### src/rtl/csel_adder_pipe.sv
// Two-stage pipelined carry-select adder/subtractor with valid/ready flow control.
// Optional saturation on signed overflow: define CSEL_SAT_EN.
module csel_adder_pipe #(
  parameter int WIDTH = 16,
  parameter int BLOCK = 4
) (
  input  logic             clk,
  input  logic             rst_n,
  input  logic             in_valid,
  output logic             in_ready,
  input  logic [WIDTH-1:0] in_a,
  input  logic [WIDTH-1:0] in_b,
  input  logic             in_cin,
  input  logic             in_sub,
  output logic             out_valid,
  input  logic             out_ready,
  output logic [WIDTH-1:0] out_sum,
  output logic             out_cout,
  output logic             out_ovf
);

  localparam int BW = (BLOCK < 1) ? 1 : BLOCK;
  localparam int NB = WIDTH / BW;

  generate
    if (BLOCK < 1) begin : g_bad_block
      $error("csel_adder_pipe: BLOCK must be >= 1");
    end else if ((WIDTH % BLOCK) != 0) begin : g_bad_width
      $error("csel_adder_pipe: WIDTH must be a multiple of BLOCK");
    end
  endgenerate

  logic s1_valid;
  logic s1_adv;
  logic s2_adv;

  assign s2_adv   = !out_valid || out_ready;
  assign s1_adv   = !s1_valid || s2_adv;
  assign in_ready = s1_adv;

  logic [WIDTH-1:0]       b_eff;
  logic                   cin_eff;
  logic [NB-1:0][BW-1:0]  sum0_d;
  logic [NB-1:0][BW-1:0]  sum1_d;
  logic [NB-1:0]          c0_d;
  logic [NB-1:0]          c1_d;

  // Both carry hypotheses per block, resolved by the select chain in S2
  always_comb begin
    b_eff   = in_sub ? ~in_b : in_b;
    cin_eff = in_sub | in_cin;
    for (int k = 0; k < NB; k++) begin
      {c0_d[k], sum0_d[k]} = {1'b0, in_a[k*BW +: BW]}
                           + {1'b0, b_eff[k*BW +: BW]};
      {c1_d[k], sum1_d[k]} = {1'b0, in_a[k*BW +: BW]}
                           + {1'b0, b_eff[k*BW +: BW]}
                           + {{BW{1'b0}}, 1'b1};
    end
  end

  logic [NB-1:0][BW-1:0]  s1_sum0;
  logic [NB-1:0][BW-1:0]  s1_sum1;
  logic [NB-1:0]          s1_c0;
  logic [NB-1:0]          s1_c1;
  logic                   s1_cin;
  logic                   s1_amsb;
  logic                   s1_bmsb;

  always_ff @(posedge clk or negedge rst_n) begin
    if (!rst_n) begin
      s1_valid <= 1'b0;
      s1_sum0  <= '0;
      s1_sum1  <= '0;
      s1_c0    <= '0;
      s1_c1    <= '0;
      s1_cin   <= 1'b0;
      s1_amsb  <= 1'b0;
      s1_bmsb  <= 1'b0;
    end else if (s1_adv) begin
      s1_valid <= in_valid;
      if (in_valid) begin
        s1_sum0  <= sum0_d;
        s1_sum1  <= sum1_d;
        s1_c0    <= c0_d;
        s1_c1    <= c1_d;
        s1_cin   <= cin_eff;
        s1_amsb  <= in_a[WIDTH-1];
        s1_bmsb  <= b_eff[WIDTH-1];
      end
    end
  end

  logic [WIDTH-1:0] sum_d;
  logic [WIDTH-1:0] res_d;
  logic             cy;
  logic             ovf_d;

  always_comb begin
    cy    = s1_cin;
    sum_d = '0;
    for (int k = 0; k < NB; k++) begin
      sum_d[k*BW +: BW] = cy ? s1_sum1[k] : s1_sum0[k];
      cy = cy ? s1_c1[k] : s1_c0[k];
    end
    ovf_d = (s1_amsb == s1_bmsb) && (sum_d[WIDTH-1] != s1_amsb);
`ifdef CSEL_SAT_EN
    if (ovf_d)
      res_d = s1_amsb ? {1'b1, {(WIDTH-1){1'b0}}}
                      : {1'b0, {(WIDTH-1){1'b1}}};
    else
      res_d = sum_d;
`else
    res_d = sum_d;
`endif
  end

  always_ff @(posedge clk or negedge rst_n) begin
    if (!rst_n) begin
      out_valid <= 1'b0;
      out_sum   <= '0;
      out_cout  <= 1'b0;
      out_ovf   <= 1'b0;
    end else if (s2_adv) begin
      out_valid <= s1_valid;
      if (s1_valid) begin
        out_sum  <= res_d;
        out_cout <= cy;
        out_ovf  <= ovf_d;
      end
    end
  end

endmodule
### config.mk
export PLATFORM = sky130hd
export DESIGN_NAME = csel_adder_pipe
export DESIGN_NICKNAME = d
export VERILOG_FILES = /design/src/rtl/csel_adder_pipe.sv
export SDC_FILE = /design/constraint.sdc
export NUM_CORES = 1
export LEC_CHECK = 0
export ABC_AREA = 1
export CAP_MARGIN = 20
export CORE_UTILIZATION = 25
export CTS_BUF_LIST = sky130_fd_sc_hd__clkbuf_8
export DETAILED_ROUTE_END_ITERATION = 10
export PLACE_DENSITY = 0.44
export SYNTH_ARGS = -nofsm -noshare
export SYNTH_HDL_FRONTEND = slang
export SYNTH_SLANG_ARGS = --single-unit
### constraint.sdc
create_clock -name clk -period 2.7 [get_ports clk]
set_input_delay 0.54 -clock clk [delete_from_list [all_inputs] [get_ports clk]]
set_output_delay 0.54 -clock clk [all_outputs]
set_load 0.05 [all_outputs]
# After elaboration in Yosys (flattened, before gate mapping)
# Cells that the tools add are included.
# op_classes
n_eq_ne,2
n_addsub,8
n_bitwise,2
reduce_logical,7
n_mux,9
# op_table
op,count
adder 4 x 4 -> 5 bit,4
"adder 5 x 1 -> 5 bit, second input constant",4
2-to-1 mux 16 bit,1
2-to-1 mux 4 bit,4
inverter 16 bit,1
2-to-1 mux 1 bit,4
AND reduction 2 bit,2
logical NOT 1 bit,2
logical OR 1 bit,2
== test 1 bit,1
logical AND 1 bit,1
!= test 1 bit,1
OR 1 bit,1
# totals
out_inout_bits,20
regBits,63

# Longest topological paths before layout
# Gate-level depths: netlist of the first run.
# logic_depth
word_depth,6
depth_mapped,14
depth_no_buf,12

# Worst setup path before layout of the first run
# No wires, ideal clock.
# synth_timing
path_kind,input to register
startpoint,input in_sub
endpoint,register s1_sum1[11] (netlist bit)
arrival_time_ps,2446
setup_time_ps,117
cell_stages,12
path_slack_ps,137
t_required_ps,2583
path_buffers,2
path_cell_list,buf_2 buf_2 xor2_1 ha_1 inv_1 fa_1 xor2_1 inv_1 nand3_1 or2_2 nand3_1 nand2_1
# synth_between
elab_chain_cells,3
# synth_lines
element,line_no,source
"start, declared",14,"input logic in_sub,"
2-to-1 mux 16 bit,50,b_eff = in_sub ? ~in_b : in_b;
adder 4 x 4 -> 5 bit,56,"+ {1'b0, b_eff[k*BW +: BW]}"
adder 5 x 1 -> 5 bit,57,"+ {{BW{1'b0}}, 1'b1};"
"end signal, assigned",83,s1_sum1 <= sum1_d;
"end, declared",62,logic [NB-1:0][BW-1:0] s1_sum1;
# Every way passes these cells.
# A chain may end at the register's enable or synchronous reset.

# Worst setup path in the final report of the first run
# Ends and elaborated chain as after synthesis.

==> reports/summary.txt, run 1 <==
Final nets: 542
Final core utilization: 33.25%
Yosys top cell by area: dfrtp_1
TritonRoute pass-1 iters: 4
Worst min path class: in2async
Synth warn: 0
R2R depth: 7
LEAKAGE: 2.159 nW
Power, Total: 4.054 mW
# Max-Cap Violations: 0
Core Area: 13880 um^2
Area contributors post-synth: dfrtp_1, nand2_1, ha_1
Clk sinks: 63
Register area share after synthesis: 44.46%
VDD IR max: 0.0002918 V
DP HPWL: 6.068 mm
H-tree Lvls: 3
Post-Layout Cell Count: 664
Initial antenna violation count: 0
Slew margin rel.: 63.35%
Crit path cell chain: clkdlybuf4s50_1, buf_4, xor2_1, ha_1, inv_1, fa_1, xor2_1, inv_1, nand3_1, or2_2, nand3_1, nand2_1
Die Area: 14660 um^2
CTS Buf Count: 9
DR WL/cell: 12.22 um
FF-to-FF setup slack: 1110 ps
Post-CTS Hold Buffers: 0
DR DRC count: 0
CTS root buf: clkbuf_8
Vias: 2832
Delay-heaviest family, CP: buffers and inverters
RSZ-0062 raised after global routing: false
Design area: 4616 um^2
Synth Area per Inst: 8.712 um^2
Postcts setup bufs: 0
Die height: 121.1 um
End of the worst register-to-register path: s1_c1[1]$_DFFE_PN0P_
Crit Path Class: in2reg
Initial Util: 25.55%
CTS tree: built
# resized after CTS: 0
Ant. Diodes: 0
Crit end category: register
Row count: 43
Outcome: finished clean
Global-route wire length before repair: 13.97 mm
Fillers: 1508
Placed cells: 649
Fmax: 0.4059 GHz
Synthesized flop and latch total: 63
Tmin final: 2464 ps
Hold Vio Cnt, Final: 0
Arr. time, crit path: 2680 ps
Worst path slowest cell: clkdlybuf4s50_1
Share of layout cells above drive strength 1: 11.36%
Num ports: 58
Vias in the first global route: 2890
Vias/cell: 4.265
Buf/Inv on CP: 4
Final cycle utilization of the critical path: 91.25%
Synth Cell Area: 3546 um^2
Cell Pwr Density: 878.4 nW/um^2
CTS clock-pin slew for the worst setup and hold paths: 70 ps
Net Count, Synth: 469
Total GRT Usage: 12.18%
Final setup viols: 0
Synth cell types: 28
Asr flop ratio synth: 100.0%
Worst Skew: 10.64 ps
Top cell type's share of synthesized area: 44.46%
Type of origin of the critical path: input pin
Critical-path maximum fanout: 4
Required @ worst endpoint: 2920 ps
Slowest stage delay, CP: 470 ps
Die Wd: 121.1 um
Post-route ant nets: 0
Area delta synth->final: 30.17%
Number of instances in the synthesized netlist: 407
Port Buf Inserts: 57
Worst r2r src: out_valid$_DFFE_PN0P_
Slew Limit Fails: 0
Final WL: 8.111 mm
Seq. cell area: 1577 um^2
Top_reg_cell synth: dfrtp_1
Placed cell area: 4419 um^2
Initial DRC count: 108
Largest net degree at the start of global routing: 47
Latest clock arrival within the worst-skew pair: 330 ps
Global route total overflow: 0
Tightest Pin Transition: 549.0 ps
Max Root-Sink Buffers: 2
GP Congestion: 0.7720
Post-synth EDFFs: 0
Multi-input logic area: 1767 um^2
area by class of cell:
class	instances	area share, %
Sequential cell	63	34.16
Tap cell	180	4.879
Clock buffer	11	3.280
Inverter	32	2.602
Clock inverter	4	0.9759
Timing Repair Buffer	76	15.83
Multi-Input combinational cell	298	38.28
metrics by stage:
| step | hold slack [ps] | setup TNS (ps) | worst slack [ps] |
|---|---|---|---|
| after floorplan | 244.4 | 0 | 136.5 |
| after global placement | 464.9 | -450.8 | -82.30 |
| after detailed placement | 464.0 | -850.1 | -127.1 |
| after CTS | 200.4 | 0 | 236.0 |
| after global routing | 227.1 | 0 | 0.9222 |
| final | 184.9 | 0 | 236.4 |
registers in the layout, summed over array words and instances (netlist names), 4 cells and up:
name / flops
s1_sum1: 16
out_sum: 16
s1_c1: 4
s1_sum0: 16
s1_c0: 4
routing by layer:
layer	vias up	GRT usage [%]	wire length [um]
met2	44	20.04	3745
li1	1481	-	-
met1	1298	16.21	4041
met4	0	4.630	120
met5	-	0	0
met3	9	1.598	203
cell usage in the layout, fill, tap and decap left out:
master | netlist | layout
nand2_1 | 106 | 106
dfrtp_1 | 63 | 63
clkdlybuf4s50_1 | 0 | 55
o21ai_0 | 41 | 41
nand3_1 | 30 | 30
inv_1 | 29 | 29
nor2_1 | 26 | 26
xor2_1 | 20 | 20
ha_1 | 20 | 20
buf_4 | 0 | 18
clkbuf_8 | 0 | 11
a31oi_1 | 9 | 9
a21oi_1 | 7 | 7
xnor2_1 | 6 | 6
nand2_2 | 5 | 5
nand3_4 | 5 | 5
o21a_1 | 4 | 4
fa_1 | 4 | 4
nand2_4 | 3 | 3
clkinv_2 | 0 | 3
inv_2 | 2 | 2
nand3_2 | 2 | 2
o21ai_1 | 2 | 2
or2_2 | 2 | 2
o211ai_1 | 2 | 2
buf_12 | 0 | 2
clkinv_1 | 1 | 1
o31ai_1 | 1 | 1
and2_1 | 1 | 1
a21o_1 | 1 | 1
nor3_1 | 1 | 1
bufinv_16 | 0 | 1
buf_2 | 12 | 1
report_power, final:
part	leakage, nW	internal (mW)	switching [mW]	total, mW
clock network	0.105	0.467	0.358	0.825
logic	1.30	0.672	1.12	1.80
registers	0.755	1.25	0.186	1.43
Yosys cell counts (2+ instances only):
| cell | number |
|---|---|
| o211ai_1 | 2 |
| nand2_2 | 5 |
| xnor2_1 | 6 |
| inv_1 | 29 |
| buf_6 | 2 |
| nand2_1 | 106 |
| nand3_2 | 2 |
| ha_1 | 20 |
| fa_1 | 4 |
| o21ai_1 | 2 |
| dfrtp_1 | 63 |
| xor2_1 | 20 |
| a31oi_1 | 9 |
| buf_2 | 12 |
| inv_2 | 2 |
| a21oi_1 | 7 |
| o21ai_0 | 41 |
| nand2_4 | 3 |
| nor2_1 | 26 |
| nand3_4 | 5 |
| o21a_1 | 4 |
| nand3_1 | 30 |
| or2_2 | 2 |
cells by family (layout without fill, tap and decap cells):
| logic type | Yosys count | count (layout) | synth area share (%) |
|---|---|---|---|
| simple gates | 181 | 181 | 23.75 |
| compound gates | 67 | 67 | 10.34 |
| flops | 63 | 63 | 44.46 |
| buf+inv | 46 | 123 | 5.716 |
| xor+xnor | 26 | 26 | 6.422 |
| fa+ha+maj | 24 | 24 | 9.316 |
how the worst max path moves through the flow:
stage	startpoint	to	slack, ps	cells after the start
after detailed placement	in_sub	s1_c1[3]$_DFFE_PN0P_	-130	13
after floorplan	in_sub	s1_sum1[11]$_DFFE_PN0P_	140	12
after global placement	in_sub	s1_c1[3]$_DFFE_PN0P_	-80	13
final	in_sub	s1_sum1[11]$_DFFE_PN0P_	240	12
after global routing	in_sub	s1_c1[3]$_DFFE_PN0P_	0.9	13
after CTS	in_sub	s1_sum1[11]$_DFFE_PN0P_	240	12
(Power assumes the default switching activity.)
==> run 2, diff against run 1 <==
--- a/config.mk
+++ b/config.mk
@@ -8,7 +8,7 @@
 export ABC_AREA = 1
 export CAP_MARGIN = 20
 export CORE_UTILIZATION = 25
-export CTS_BUF_LIST = sky130_fd_sc_hd__clkbuf_8
+export CTS_BUF_LIST = sky130_fd_sc_hd__clkbuf_2
 export DETAILED_ROUTE_END_ITERATION = 10
 export PLACE_DENSITY = 0.44
 export SYNTH_ARGS = -nofsm -noshare
==> reports/summary.txt, run 2 (synthesized netlist as in run 1, its figures left out) <==
Outcome: finished clean
RSZ-0062 raised after global routing: false
PnR worst setup slack: 385.8 ps
Row count: 43
Initial DRC count: 115
R2R depth: 7
Die height: 121.1 um
Slew Limit Fails: 0
Vias/cell: 4.304
CTS clock-pin slew for the worst setup and hold paths: 160 ps
Latest clock arrival within the worst-skew pair: 470 ps
Most common cell after layout, fill and taps aside: nand2_1
Worst Skew: 22.64 ps
Core Area: 13880 um^2
Final nets: 543
Final cycle utilization of the critical path: 85.71%
Die Area: 14660 um^2
Area delta synth->final: 27.66%
CTS Buf Count: 9
Ant. Diodes: 0
Placed cell area: 4419 um^2
# resized after CTS: 0
Clk sinks: 63
Global route total overflow: 0
Type of origin of the critical path: input pin
Total GRT Usage: 12.14%
Max Root-Sink Buffers: 2
LEAKAGE: 2.125 nW
Initial antenna violation count: 0
Num ports: 58
H-tree Lvls: 3
Crit end category: register
DP HPWL: 6.068 mm
# Max-Cap Violations: 0
Vias: 2862
Slew margin rel.: 63.60%
Design area: 4527 um^2
Fillers: 1524
Cell Pwr Density: 830.1 nW/um^2
Global-route wire length before repair: 13.93 mm
Initial Util: 25.55%
Tightest Pin Transition: 545.3 ps
Die Wd: 121.1 um
Crit path launch: in_sub
Final setup viols: 0
GP Congestion: 0.7720
Share of layout cells above drive strength 1: 10.93%
Final WL: 8.061 mm
DR WL/cell: 12.12 um
Crit path to: s1_c1[0]$_DFFE_PN0P_
Required @ worst endpoint: 3060 ps
Pre-CTS setup slack: -127.1 ps
CTS tree: built
VDD IR max: 0.0002618 V
FF-to-FF setup slack: 1090 ps
Tmin final: 2314 ps
Port Buf Inserts: 57
Largest registers: out_sum (16), s1_sum0 (16), s1_sum1 (16)
Most frequent cells in the layout: nand2_1, dfrtp_1, clkdlybuf4s50_1
Arr. time, crit path: 2670 ps
DR DRC count: 0
Crit Path Class: in2reg
CTS root buf: clkbuf_2
Post-route ant nets: 0
Worst r2r src: out_valid$_DFFE_PN0P_
Largest net degree at the start of global routing: 47
Hold Vio Cnt, Final: 0
Critical-path maximum fanout: 5
End of the worst register-to-register path: s1_c1[1]$_DFFE_PN0P_
TritonRoute pass-1 iters: 4
Vias in the first global route: 2886
Worst min path class: reg2reg
Fmax: 0.4321 GHz
run 2: cell types whose count changed in the layout (fill, tap and decap cells not counted), sizes merged:
cell	change
clkinv	+2
clkbuf	-2
dlygate4sd3	+1
run 2: what timing repair did:
item | in CTS | in global routing
endpoints found under the hold margin | 7 | 0
buffers inserted | 0 | 0
hold buffers | 1 | 0
run 2: final cells by class:
class	instances	area [um^2]	share of cell area [%]
clock buffer	9	45.04	0.9950
inverter	32	120.1	2.653
sequential	63	1577	34.83
tap	180	225.2	4.975
multi-input combinational	298	1767	39.03
timing repair buffer	77	740.7	16.36
clock inverter	6	52.55	1.161
run 2: how the worst min path moves through the flow:
stage / endpoint / slack, ps / start / cells past startpoint
after floorplan: out_cout$_DFFE_PN0P_ / 240 / rst_n / 0
after global routing: s1_sum1[1]$_DFFE_PN0P_ / 530 / s1_sum1[1]$_DFFE_PN0P_ / 2
after global placement: s1_sum0[4]$_DFFE_PN0P_ / 460 / s1_sum0[4]$_DFFE_PN0P_ / 2
after CTS: s1_sum1[11]$_DFFE_PN0P_ / 500 / s1_sum1[11]$_DFFE_PN0P_ / 2
after detailed placement: s1_sum1[11]$_DFFE_PN0P_ / 460 / s1_sum1[11]$_DFFE_PN0P_ / 2
final: s1_sum1[11]$_DFFE_PN0P_ / 490 / s1_sum1[11]$_DFFE_PN0P_ / 2
run 2: layer usage:
metal	up-vias	global-route usage [%]	routed length, um
met4	0	4.861	128
met2	43	19.86	3727
met5	-	0	0
li1	1486	-	-
met1	1323	16.25	3993
met3	10	1.457	212
run 2: critical path, cell delays in order:
cell	delay, ps
clkdlybuf4s50_1	420
buf_4	170
xor2_1	160
ha_1	210
fa_1	530
ha_1	180
inv_1	40
nor2_1	170
nand2_1	80
nand3_1	90
o211ai_1	80
run 2: where the power goes:
part	internal, mW	switching (mW)	total (mW)
Sequential	1.24	0.185	1.43
Combinational	0.673	1.12	1.80
Clock	0.199	0.335	0.534
Total	2.11	1.64	3.76
run 2: through the flow:
step	instances	util, %	total power [mW]	TNS (ps)	hold WS (ps)
floorplan	407	-	2.650	0	244.4
global placement	649	31.84	3.256	-450.8	464.9
detailed placement	649	31.84	3.275	-850.1	464.0
CTS	665	32.61	3.825	0	501.8
global route	665	32.61	4.059	0	529.4
finish	665	32.61	3.758	0	494.8
==> run 3, diff against run 2 <==
==> constraint.sdc (replaced) <==
create_clock -name clk -period 2.8 [get_ports clk]
set_input_delay 0.84 -clock clk [delete_from_list [all_inputs] [get_ports clk]]
set_output_delay 0.84 -clock clk [all_outputs]
set_load 0.05 [all_outputs]
==> reports/summary.txt, run 3 (synthesized netlist as in run 1, its figures left out) <==
Outcome: finished clean
Die Wd: 121.1 um
DP HPWL: 6.178 mm
Latest clock arrival within the worst-skew pair: 480 ps
Crit end category: register
Clk sinks: 63
Worst path slowest cell: clkdlybuf4s50_1
VDD IR max: 0.0002042 V
Crit Path Class: in2reg
Post-route ant nets: 0
Worst min path class: in2async
Ant. Diodes: 0
Global-route wire length before repair: 14.01 mm
Slew Limit Fails: 0
Slew margin rel.: 66.11%
Post-CTS Hold Buffers: 0
Crit path cell chain: clkdlybuf4s50_1, buf_4, xor2_1, ha_1, inv_1, fa_1, xor2_1, inv_1, nand3_1, or2_2, nand3_1, nand2_1
GP Congestion: 0.7832
Worst r2r src: out_valid$_DFFE_PN0P_
# resized after CTS: 0
Initial Util: 25.55%
Post-Layout Cell Count: 675
Num ports: 58
Critical-path maximum fanout: 4
Placed cells: 659
Total GRT Usage: 12.39%
Final core utilization: 32.85%
Required @ worst endpoint: 3210 ps
Share of layout cells above drive strength 1: 12.93%
LEAKAGE: 2.160 nW
Worst Skew: 24.66 ps
Vias/cell: 4.305
Postcts setup bufs: 0
Core Area: 13880 um^2
H-tree Lvls: 3
Type of origin of the critical path: input pin
Vias in the first global route: 2957
Die height: 121.1 um
CTS Buf Count: 9
Fmax: 0.3843 GHz
Vias: 2906
Largest net degree at the start of global routing: 29
Cell Pwr Density: 781.9 nW/um^2
Arr. time, crit path: 3010 ps
Most common cell after layout, fill and taps aside: nand2_1
Most frequent cells in the layout: nand2_1, dfrtp_1, clkdlybuf4s50_1
Area delta synth->final: 28.58%
Final setup viols: 0
Final cycle utilization of the critical path: 92.95%
CTS tree: built
Initial antenna violation count: 0
Hold Vio Cnt, Final: 0
DR WL/cell: 12.03 um
Die Area: 14660 um^2
Final nets: 552
Max Root-Sink Buffers: 2
# Max-Cap Violations: 0
CTS clock-pin slew for the worst setup and hold paths: 190 ps
Slowest stage delay, CP: 480 ps
Initial DRC count: 98
CTS root buf: clkbuf_2
RSZ-0062 raised after global routing: false
Pre-CTS setup slack: -341.7 ps
Global route total overflow: 0
Tmin final: 2602 ps
Final WL: 8.117 mm
Largest registers: out_sum (16), s1_sum0 (16), s1_sum1 (16)
Port Buf Inserts: 57
DR DRC count: 0
Crit path launch: in_sub
PnR worst setup slack: 197.5 ps
Setup TNS: 0 ps
TritonRoute pass-1 iters: 4
Tightest Pin Transition: 506.7 ps
Row count: 43
[run 3: cell types whose count changed in the layout (fill, tap and decap cells not counted)]
cell / before / now
dlygate4sd3_1: 1 / 0
buf_12: 2 / 1
clkbuf_2: 9 / 10
bufinv_16: 1 / 0
buf_4: 18 / 29
clkinv_2: 3 / 4
[run 3: cell type report]
class                           instances  area (um^2)
Timing Repair Buffer                   86        793.3
Clock inverter                          6        27.53
Clock buffer                           10        50.05
Sequential cell                        63         1577
Multi-Input combinational cell        298         1767
Fill cell                            1497         9321
Tap cell                              180        225.2
Inverter                               32        120.1
[run 3: final timing paths]
check	to	slack, ps	depth (start not counted)
worst max-delay path	s1_sum1[11]$_DFFE_PN0P_	200	12
max in group asynchronous	s1_amsb$_DFFE_PN0P_	1820	2
worst min register to register	s1_sum0[3]$_DFFE_PN0P_	500	2
worst max register to register	s1_c1[0]$_DFFE_PN0P_	1160	6
worst min-delay path	s1_sum1[9]$_DFFE_PN0P_	280	1
min in group clk	s1_sum0[3]$_DFFE_PN0P_	500	2
[run 3: routing by layer]
metal / routed length (um) / track usage, %
met5: 0 / 0
met4: 120 / 5.324
met3: 289 / 2.115
met2: 3870 / 20.79
met1: 3836 / 15.61
[run 3: power by group]
group          switching, mW  total [mW]  internal [mW]  leakage (nW)
combinational           1.09        1.76          0.670          1.34
sequential             0.180        1.38           1.20         0.755
clock                  0.321       0.430          0.109        0.0603
[run 3: worst max-delay path: cells and delay by family]
kind | cells | cell delay (ps)
adders and majority gates | 2 | 590
buffers and inverters | 4 | 770
xor gates and xnor gates | 2 | 320
and+or+nand+nor | 4 | 500
[run 3: metrics by stage]
step                      hold slack [ps]  instance area (um^2)  total power, mW
after floorplan                     443.7                  3548            2.556
after global placement              461.3                  4482            3.167
after detailed placement            465.1                  4482            3.187
after CTS                           247.8                  4559            3.629
after global routing                267.7                  4559            3.864
final                               278.2                  4559            3.565
